[src/rtl/pipe_pkg.sv]
// Shared types for the pipeline scheduler: FSM state encodings, operand
// forwarding codes and the register-index match helper.
package pipe_pkg;

  typedef enum logic [1:0] {
    ST_RUN      = 2'b00,
    ST_LD_STALL = 2'b01,
    ST_MEM_WAIT = 2'b10
  } state_t;

  typedef enum logic [1:0] {
    FWD_RF  = 2'b00,
    FWD_EX  = 2'b01,
    FWD_MEM = 2'b10
  } fwd_t;

  // Register 0 is hard-wired, so it never participates in a dependency.
  function automatic logic reg_match(input logic [3:0] a, input logic [3:0] b);
    return (a != 4'd0) && (a == b);
  endfunction

endpackage

[src/rtl/pipe_sched_if.sv]
// Pipeline-facing bundle of the scheduler: decoded hazard information from
// DR/EX/MEM flows in, stage enables, flushes and operand selects flow out.
// The bundle carries no valid/ready handshake: every field is a level,
// sampled by the scheduler every cycle and acted on in the same cycle;
// the outputs are purely combinational on the current inputs and state.
interface pipe_sched_if;
  logic [3:0] dr_ra1;
  logic [3:0] dr_ra2;
  logic       dr_use1;
  logic       dr_use2;
  logic       dr_jmp;
  logic [3:0] ex_wa3;
  logic       ex_we3;
  logic       ex_read;
  logic       ex_br_taken;
  logic [3:0] mem_wa3;
  logic       mem_we3;
  logic       mem_req;
  logic       mem_ack;
  logic       pc_en;
  logic       if_dr_en;
  logic       pipe_en;
  logic       flush_if;
  logic       flush_dr;
  logic [1:0] fwd_a;
  logic [1:0] fwd_b;

  // Pipeline datapath side: supplies decode info, consumes controls.
  modport master (
    output dr_ra1, dr_ra2, dr_use1, dr_use2, dr_jmp,
    output ex_wa3, ex_we3, ex_read, ex_br_taken,
    output mem_wa3, mem_we3, mem_req, mem_ack,
    input  pc_en, if_dr_en, pipe_en, flush_if, flush_dr, fwd_a, fwd_b
  );

  // Scheduler side.
  modport slave (
    input  dr_ra1, dr_ra2, dr_use1, dr_use2, dr_jmp,
    input  ex_wa3, ex_we3, ex_read, ex_br_taken,
    input  mem_wa3, mem_we3, mem_req, mem_ack,
    output pc_en, if_dr_en, pipe_en, flush_if, flush_dr, fwd_a, fwd_b
  );
endinterface

[src/rtl/pipe_sched_hazard_cmp.sv]
// Per-operand dependency check: picks the forwarding source for one DR
// source register and flags a load-use hazard on it.
module hazard_cmp
  import pipe_pkg::*;
(
  input  logic [3:0] ra,
  input  logic       use_ra,
  input  logic [3:0] ex_wa3,
  input  logic       ex_we3,
  input  logic       ex_read,
  input  logic [3:0] mem_wa3,
  input  logic       mem_we3,
  output fwd_t       fwd,
  output logic       load_use
);

  // Youngest producer wins; a load in EX has no ALU result to forward yet.
  always_comb begin
    fwd      = FWD_RF;
    load_use = use_ra & ex_read & ex_we3 & reg_match(ex_wa3, ra);
    if (use_ra && ex_we3 && !ex_read && reg_match(ex_wa3, ra)) begin
      fwd = FWD_EX;
    end else if (use_ra && mem_we3 && reg_match(mem_wa3, ra)) begin
      fwd = FWD_MEM;
    end
  end

endmodule

[src/rtl/pipe_sched.sv]
// Pipeline scheduler: stalls, flushes and forwarding selects for a 5-stage
// pipeline, with data-memory wait handling, a wait timeout and performance
// counters. Per-cycle priority: memory wait, taken branch, load-use, jump.
module pipe_sched
  import pipe_pkg::*;
#(
  parameter int MEM_TIMEOUT = 255,
  parameter int CNT_W       = 16
) (
  input  logic             clk,
  input  logic             reset,
  pipe_sched_if.slave      bus,
  output logic [1:0]       state,
  output logic [CNT_W-1:0] stall_cnt,
  output logic [CNT_W-1:0] flush_cnt,
  output logic             timeout_err
);

  localparam int WAIT_W = (MEM_TIMEOUT < 2) ? 1 : $clog2(MEM_TIMEOUT + 1);

  state_t            state_q;
  state_t            state_d;
  logic [WAIT_W-1:0] wait_cnt;
  fwd_t              fwd_a_c;
  fwd_t              fwd_b_c;
  logic              lu_a;
  logic              lu_b;
  logic              load_use;
  logic              mem_wait;
  logic              pc_en_c;
  logic              if_dr_en_c;
  logic              pipe_en_c;
  logic              flush_if_c;
  logic              flush_dr_c;

  hazard_cmp u_cmp_a (
    .ra       (bus.dr_ra1),
    .use_ra   (bus.dr_use1),
    .ex_wa3   (bus.ex_wa3),
    .ex_we3   (bus.ex_we3),
    .ex_read  (bus.ex_read),
    .mem_wa3  (bus.mem_wa3),
    .mem_we3  (bus.mem_we3),
    .fwd      (fwd_a_c),
    .load_use (lu_a)
  );

  hazard_cmp u_cmp_b (
    .ra       (bus.dr_ra2),
    .use_ra   (bus.dr_use2),
    .ex_wa3   (bus.ex_wa3),
    .ex_we3   (bus.ex_we3),
    .ex_read  (bus.ex_read),
    .mem_wa3  (bus.mem_wa3),
    .mem_we3  (bus.mem_we3),
    .fwd      (fwd_b_c),
    .load_use (lu_b)
  );

  assign load_use = lu_a | lu_b;
  assign mem_wait = bus.mem_req & ~bus.mem_ack;

  // State register; reset drops any pending memory wait at once.
  always_ff @(posedge clk or posedge reset) begin
    if (reset) state_q <= ST_RUN;
    else       state_q <= state_d;
  end

  // Next state and controls. The state only tracks history; outputs depend on
  // the current hazards, so an ack cycle in MEM_WAIT behaves like RUN and any
  // branch/jump held during the wait is re-evaluated on release.
  always_comb begin
    state_d    = ST_RUN;
    pc_en_c    = 1'b1;
    if_dr_en_c = 1'b1;
    pipe_en_c  = 1'b1;
    flush_if_c = 1'b0;
    flush_dr_c = 1'b0;
    if (mem_wait) begin
      pc_en_c    = 1'b0;
      if_dr_en_c = 1'b0;
      pipe_en_c  = 1'b0;
      state_d    = ST_MEM_WAIT;
    end else if (bus.ex_br_taken) begin
      flush_if_c = 1'b1;
      flush_dr_c = 1'b1;
    end else if (load_use) begin
      pc_en_c    = 1'b0;
      if_dr_en_c = 1'b0;
      flush_dr_c = 1'b1;
      state_d    = ST_LD_STALL;
    end else if (bus.dr_jmp) begin
      flush_if_c = 1'b1;
    end
    if (reset) begin
      state_d    = ST_RUN;
      pc_en_c    = 1'b0;
      if_dr_en_c = 1'b0;
      pipe_en_c  = 1'b0;
      flush_if_c = 1'b0;
      flush_dr_c = 1'b0;
    end
  end

  assign bus.pc_en    = pc_en_c;
  assign bus.if_dr_en = if_dr_en_c;
  assign bus.pipe_en  = pipe_en_c;
  assign bus.flush_if = flush_if_c;
  assign bus.flush_dr = flush_dr_c;
  assign bus.fwd_a    = reset ? FWD_RF : fwd_a_c;
  assign bus.fwd_b    = reset ? FWD_RF : fwd_b_c;
  assign state        = state_q;

  // Wait timer: restarts on entry to MEM_WAIT, counts MEM_WAIT cycles and
  // latches a sticky error once the limit is reached; the stall itself goes on.
  always_ff @(posedge clk or posedge reset) begin
    if (reset) begin
      wait_cnt    <= '0;
      timeout_err <= 1'b0;
    end else begin
      if (state_q != ST_MEM_WAIT && state_d == ST_MEM_WAIT) begin
        wait_cnt <= '0;
      end else if (state_q == ST_MEM_WAIT) begin
        if (wait_cnt != WAIT_W'(MEM_TIMEOUT)) wait_cnt <= wait_cnt + WAIT_W'(1);
        if (wait_cnt >= WAIT_W'(MEM_TIMEOUT - 1)) timeout_err <= 1'b1;
      end
    end
  end

  // Saturating performance counters for stalled-PC and flushing cycles.
  always_ff @(posedge clk or posedge reset) begin
    if (reset) begin
      stall_cnt <= '0;
      flush_cnt <= '0;
    end else begin
      if (!pc_en_c && stall_cnt != '1) stall_cnt <= stall_cnt + CNT_W'(1);
      if ((flush_if_c || flush_dr_c) && flush_cnt != '1) flush_cnt <= flush_cnt + CNT_W'(1);
    end
  end

endmodule
[src/flat_wrapper.sv]
// flat-port wrapper written by rule: the top's interface ports become plain ports
module pipe_sched_flat import pipe_pkg::*;
#(
  parameter int MEM_TIMEOUT = 255,
  parameter int CNT_W       = 16
)
  (clk, reset, state, stall_cnt, flush_cnt, timeout_err, bus_dr_ra1, bus_dr_ra2, bus_dr_use1, bus_dr_use2, bus_dr_jmp, bus_ex_wa3, bus_ex_we3, bus_ex_read, bus_ex_br_taken, bus_mem_wa3, bus_mem_we3, bus_mem_req, bus_mem_ack, bus_pc_en, bus_if_dr_en, bus_pipe_en, bus_flush_if, bus_flush_dr, bus_fwd_a, bus_fwd_b);
  pipe_sched_if bus_i ();
  input  logic clk;
  input  logic reset;
  output logic [1:0] state;
  output logic [CNT_W-1:0] stall_cnt;
  output logic [CNT_W-1:0] flush_cnt;
  output logic timeout_err;
  input wire logic [$bits(bus_i.dr_ra1)-1:0] bus_dr_ra1;
  input wire logic [$bits(bus_i.dr_ra2)-1:0] bus_dr_ra2;
  input wire logic [$bits(bus_i.dr_use1)-1:0] bus_dr_use1;
  input wire logic [$bits(bus_i.dr_use2)-1:0] bus_dr_use2;
  input wire logic [$bits(bus_i.dr_jmp)-1:0] bus_dr_jmp;
  input wire logic [$bits(bus_i.ex_wa3)-1:0] bus_ex_wa3;
  input wire logic [$bits(bus_i.ex_we3)-1:0] bus_ex_we3;
  input wire logic [$bits(bus_i.ex_read)-1:0] bus_ex_read;
  input wire logic [$bits(bus_i.ex_br_taken)-1:0] bus_ex_br_taken;
  input wire logic [$bits(bus_i.mem_wa3)-1:0] bus_mem_wa3;
  input wire logic [$bits(bus_i.mem_we3)-1:0] bus_mem_we3;
  input wire logic [$bits(bus_i.mem_req)-1:0] bus_mem_req;
  input wire logic [$bits(bus_i.mem_ack)-1:0] bus_mem_ack;
  output wire logic [$bits(bus_i.pc_en)-1:0] bus_pc_en;
  output wire logic [$bits(bus_i.if_dr_en)-1:0] bus_if_dr_en;
  output wire logic [$bits(bus_i.pipe_en)-1:0] bus_pipe_en;
  output wire logic [$bits(bus_i.flush_if)-1:0] bus_flush_if;
  output wire logic [$bits(bus_i.flush_dr)-1:0] bus_flush_dr;
  output wire logic [$bits(bus_i.fwd_a)-1:0] bus_fwd_a;
  output wire logic [$bits(bus_i.fwd_b)-1:0] bus_fwd_b;
  assign bus_i.dr_ra1 = bus_dr_ra1;
  assign bus_i.dr_ra2 = bus_dr_ra2;
  assign bus_i.dr_use1 = bus_dr_use1;
  assign bus_i.dr_use2 = bus_dr_use2;
  assign bus_i.dr_jmp = bus_dr_jmp;
  assign bus_i.ex_wa3 = bus_ex_wa3;
  assign bus_i.ex_we3 = bus_ex_we3;
  assign bus_i.ex_read = bus_ex_read;
  assign bus_i.ex_br_taken = bus_ex_br_taken;
  assign bus_i.mem_wa3 = bus_mem_wa3;
  assign bus_i.mem_we3 = bus_mem_we3;
  assign bus_i.mem_req = bus_mem_req;
  assign bus_i.mem_ack = bus_mem_ack;
  assign bus_pc_en = bus_i.pc_en;
  assign bus_if_dr_en = bus_i.if_dr_en;
  assign bus_pipe_en = bus_i.pipe_en;
  assign bus_flush_if = bus_i.flush_if;
  assign bus_flush_dr = bus_i.flush_dr;
  assign bus_fwd_a = bus_i.fwd_a;
  assign bus_fwd_b = bus_i.fwd_b;
  pipe_sched #(.MEM_TIMEOUT(MEM_TIMEOUT), .CNT_W(CNT_W)) u_core (.clk(clk), .reset(reset), .bus(bus_i), .state(state), .stall_cnt(stall_cnt), .flush_cnt(flush_cnt), .timeout_err(timeout_err));
endmodule
[config.mk]
export PLATFORM = sky130hd
export DESIGN_NAME = pipe_sched_flat
export DESIGN_NICKNAME = d
export VERILOG_FILES = /design/src/rtl/pipe_pkg.sv /design/src/rtl/pipe_sched_if.sv /design/src/rtl/pipe_sched_hazard_cmp.sv /design/src/rtl/pipe_sched.sv /design/src/flat_wrapper.sv
export SDC_FILE = /design/constraint.sdc
export NUM_CORES = 1
export LEC_CHECK = 0
export CORE_AREA = 2 2 75 77
export DETAILED_ROUTE_END_ITERATION = 8
export DIE_AREA = 0 0 77 79
export PLACE_DENSITY = 0.87
export REMOVE_ABC_BUFFERS = 1
export SYNTH_ARGS = -nofsm -noshare
export SYNTH_HDL_FRONTEND = slang
export SYNTH_SLANG_ARGS = --single-unit
[constraint.sdc]
create_clock -name clk -period 2.9 [get_ports clk]
set_clock_uncertainty 0.15 [all_clocks]
set_input_delay 0.435 -clock clk [delete_from_list [all_inputs] [get_ports clk]]
set_output_delay 0.435 -clock clk [all_outputs]
set_load 0.005 [all_outputs]
==> impl_results.md <==
- Power Internal: 1.29 mW
- Synth Register Bits: 43
- Vert. Die Dim: 79 µm
- Worst Path Max Fanout: 2
- Design area: 3440 µm²
- Synth area leader: dfrtp_1
- IO Pins: 71
- Synth cell types: 38
- Via Count: 1976
- Post-Syn Instances: 229
- Antenna diodes: 0
- Tightest Pin Transition: 0.542 ns
- Vias per Instance: 5.13
- Wire per inst: 13.7 µm
- Global route hottest layer: met2
- Register area: 1080 µm²
- First-pass GRT wire length: 8800 µm
- Sequential cell area fraction in the yosys report: 43.4%
- Largest family of logic cells by synthesized area: simple AND/OR/NAND/NOR gates
- CTS Buffer Depth: 2
- First-pass DRT Iterations: 4
- Filler instances: 449
- Final period utilization: 97.6%
- Area grow syn2layout: 38.9%
- CP Class: input port to output pin
- DRC errors left: 0
- Placer Congestion: 0.845
- Setup slack after layout: 0.0708 ns
- Final Slew Violations: 0
- Layout Nets: 344
- Mux share of post-synthesis cell area: 2.17%
- Share of cells above drive strength 1: 14.7%
- Top-area cell type share of the netlist area: 43.4%
- End-of-flow core utilization: 64.5%
- Die Wd: 77 µm
- Initial antenna violation count: 0
- Tot GR Track Use: 17.9%
- Leakage: 1.52 nW
- Clk sink count: 43
- CTS Buf Count: 5
- Dpl ws: -0.0539 ns
- Buffers on Ports: 70
- M2 GR Usage: 30.1%
- Clk_lat worst skew: 0.29 ns
- Reg power frac: 46.0%
- Largest net degree at the start of global routing: 44
- Post-Synth Adder-Cell Area: 2.02%
- Cell repeated most along the worst path: clkdlybuf4s50_1
- Slowest-stage cell, CP: clkdlybuf4s50_1
- H-Tree Depth: 2
- CTS tree: yes
- Area contributors post-synth: dfrtp_1 (43%), xnor2_1 (10%), xor2_1 (7.1%)
- Rows: 27
- HP Class: flip-flop to flip-flop
- Crit. End Element: output pin
- Overflow after GRT: 0
- Initial DRC count: 88
- Synth Area in Simple Gates: 26.8%
- PwrDens: 536 nW/µm²
- Synthesis Warnings: 0
- DP HPWL: 4000 µm
- Sw Ratio: 30.2%
- Sequence of cells on the critical path: clkdlybuf4s50_1 > or4_1 > nand3_1 > nor4_2 > o2111a_1 > clkdlybuf4s50_1
- Cells after DPL: 378
- Die area: 6080 µm²
- Clock network fraction of design power: 24.0%
- Peak VDD IR: 0.437 mV
- Outcome: complete, no violations
- Slew HR: 63.9%
- Fmax: 353 MHz
- Max-cap viol count: 0
- Post-route insts no fill: 385
- Final setup viols: 0
- Starting Density: 46.4%
- Post-layout min period: 2.83 ns
- Psw: 0.556 mW
- Mean post-synth cell area: 10.8 µm²
- Comb power frac: 30.0%
- Post-DP Area: 3320 µm²
- Root buf cell: clkbuf_8
- Worst-path clk slew: 0.08 ns
- Vias in the first global route: 1889
- Xor/xnor share of the synthesized area: 17.3%
- Synthesized cell area: 2480 µm²
- Crit path required time: 2.32 ns
- Core area: 5340 µm²
- WL final: 5290 µm
- Post-synthesis compound-gate area fraction: 5.50%
- Final Hold Fails: 0
- Footprint of the multi-input gates: 1350 µm²
- Met3 Use GR: 4.43%
- Met1 usage: 23.2%
- Hold buffers post-CTS: 0
- CP peak stage delay: 0.49 ns
- Post-route ant nets: 0
- Worst Path Arrival: 2.24 ns
- Worst Setup Start Kind: input port
-- worst max-delay path: cells and delay by family --
kind	cells	cell delay, ns
AOI/OAI and AO/OA	1	0.23
and+or+nand+nor	3	0.61
buffers and inverters	2	0.97
-- area by class of cell --
type,instances,area share [%]
Clock buffer,6,2.11
Clock inverter,1,0.872
Inverter,7,0.763
Multi-Input combinational cell,173,39.3
Sequential cell,43,31.3
Tap cell,72,2.62
Timing Repair Buffer,83,23.1
-- kinds of logic (layout without fill, tap and decap cells) --
kind of cell | count (synthesis) | after routing
xor+xnor | 49 | 49
fa+ha+maj | 4 | 4
mux | 5 | 5
simple gates | 102 | 102
compound gates | 13 | 13
flops | 43 | 43
buf+inv | 13 | 97
-- layer usage --
metal | part of all wire [%] | wire, µm | vias to the layer above
met5 | 0 | 0 | -
met4 | 0.87 | 46 | 0
met3 | 5.5 | 291 | 5
met2 | 50 | 2630 | 52
met1 | 44 | 2330 | 945
li1 | - | - | 974
-- cells in the final DEF, fill, tap and decap left out, types with 2 or more instances in the layout --
master,Yosys,routed
a21oi_1,3,3
xnor2_1,29,29
o21ai_0,2,2
nand3_1,6,6
or3_1,2,2
and4_1,7,5
nand2_1,17,17
nor4_2,0,2
inv_1,7,6
and2_1,4,4
dlygate4sd2_1,0,4
and4_4,0,2
nor3b_2,2,2
dfrtp_1,43,43
clkbuf_8,0,5
nor3_1,4,4
and3_1,13,13
nor3_2,2,2
clkdlybuf4s50_1,0,65
o2111a_1,2,2
nand3_2,7,7
nand4_2,5,5
nor2_1,14,14
mux2_1,3,3
ha_1,4,4
nand4_1,10,10
xor2_1,20,20
mux2i_1,2,2
nand2b_1,4,4
buf_4,1,13
-- synthesized netlist by cell type --
library cell / count
clkbuf_1: 2
and2_1: 4
and4_1: 7
and3_1: 13
nand2_1: 17
or3_1: 2
nor3_2: 2
or4_1: 1
o2111a_1: 2
xor2_1: 20
nand4_1: 10
a21oi_4: 1
o21ai_4: 1
a41o_1: 1
inv_1: 7
buf_2: 1
mux2_1: 3
nor2_1: 14
xnor2_1: 29
nand4_2: 5
nand3_1: 6
o21ai_0: 2
a31o_2: 1
a21oi_1: 3
nor3_1: 4
a22oi_4: 1
dfrtp_1: 43
ha_1: 4
mux2i_1: 2
nand3_2: 7
nand2b_1: 4
buf_4: 1
buf_6: 2
a41oi_2: 1
nor3b_2: 2
nor4_4: 1
nor4_1: 2
nand3b_2: 1
-- metrics by stage --
stage | total power [mW] | hold WS (ns) | setup TNS [ns]
floorplan | 1.09 | 0.310 | 0
global placement | 1.39 | 0.313 | -0.0305
detailed placement | 1.42 | 0.333 | -0.220
CTS | 1.86 | 0.343 | 0
global route | 1.95 | 0.362 | -0.0257
finish | 1.84 | 0.338 | 0
-- power by group through the flow --
stage | clock network (mW) | logic [mW] | registers, mW
final | 0.443 | 0.553 | 0.848
after floorplan | 0 | 0.253 | 0.838
after CTS | 0.454 | 0.559 | 0.848
after detailed placement | 0 | 0.558 | 0.859
after global placement | 0 | 0.538 | 0.852
after global routing | 0.478 | 0.606 | 0.870
-- what timing repair did --
item | in CTS | in global routing
gates resized for setup | 4 | 7
pin swaps | 1 | 0
endpoints found under the setup margin | 6 | 2
setup buffers | 0 | 0
cloned | 0 | 0
-- final timing paths --
| path | from | endpoint | slack, ns | depth (start not counted) |
|---|---|---|---|---|
| worst max-delay path | bus_mem_wa3[1] | bus_fwd_b[1] | 0.07 | 6 |
| worst min-delay path | u_core.stall_cnt[9] | u_core.stall_cnt[9] | 0.34 | 1 |
| worst max register to register | u_core.flush_cnt[0] | u_core.flush_cnt[12] | 0.70 | 8 |
| worst min register to register | u_core.stall_cnt[9] | u_core.stall_cnt[9] | 0.34 | 1 |
| max in group asynchronous | reset | u_core.wait_cnt[0] | 1.72 | 3 |
| min in group asynchronous | reset | u_core.timeout_err | 0.50 | 3 |
-- state kept, by name (all words and copies together), names as in the netlist --
signal              flops
u_core.flush_cnt       16
u_core.stall_cnt       16
u_core.state            2
u_core.timeout_err      1
u_core.wait_cnt         8
No activity file was read; power rests on OpenSTA's default activity.
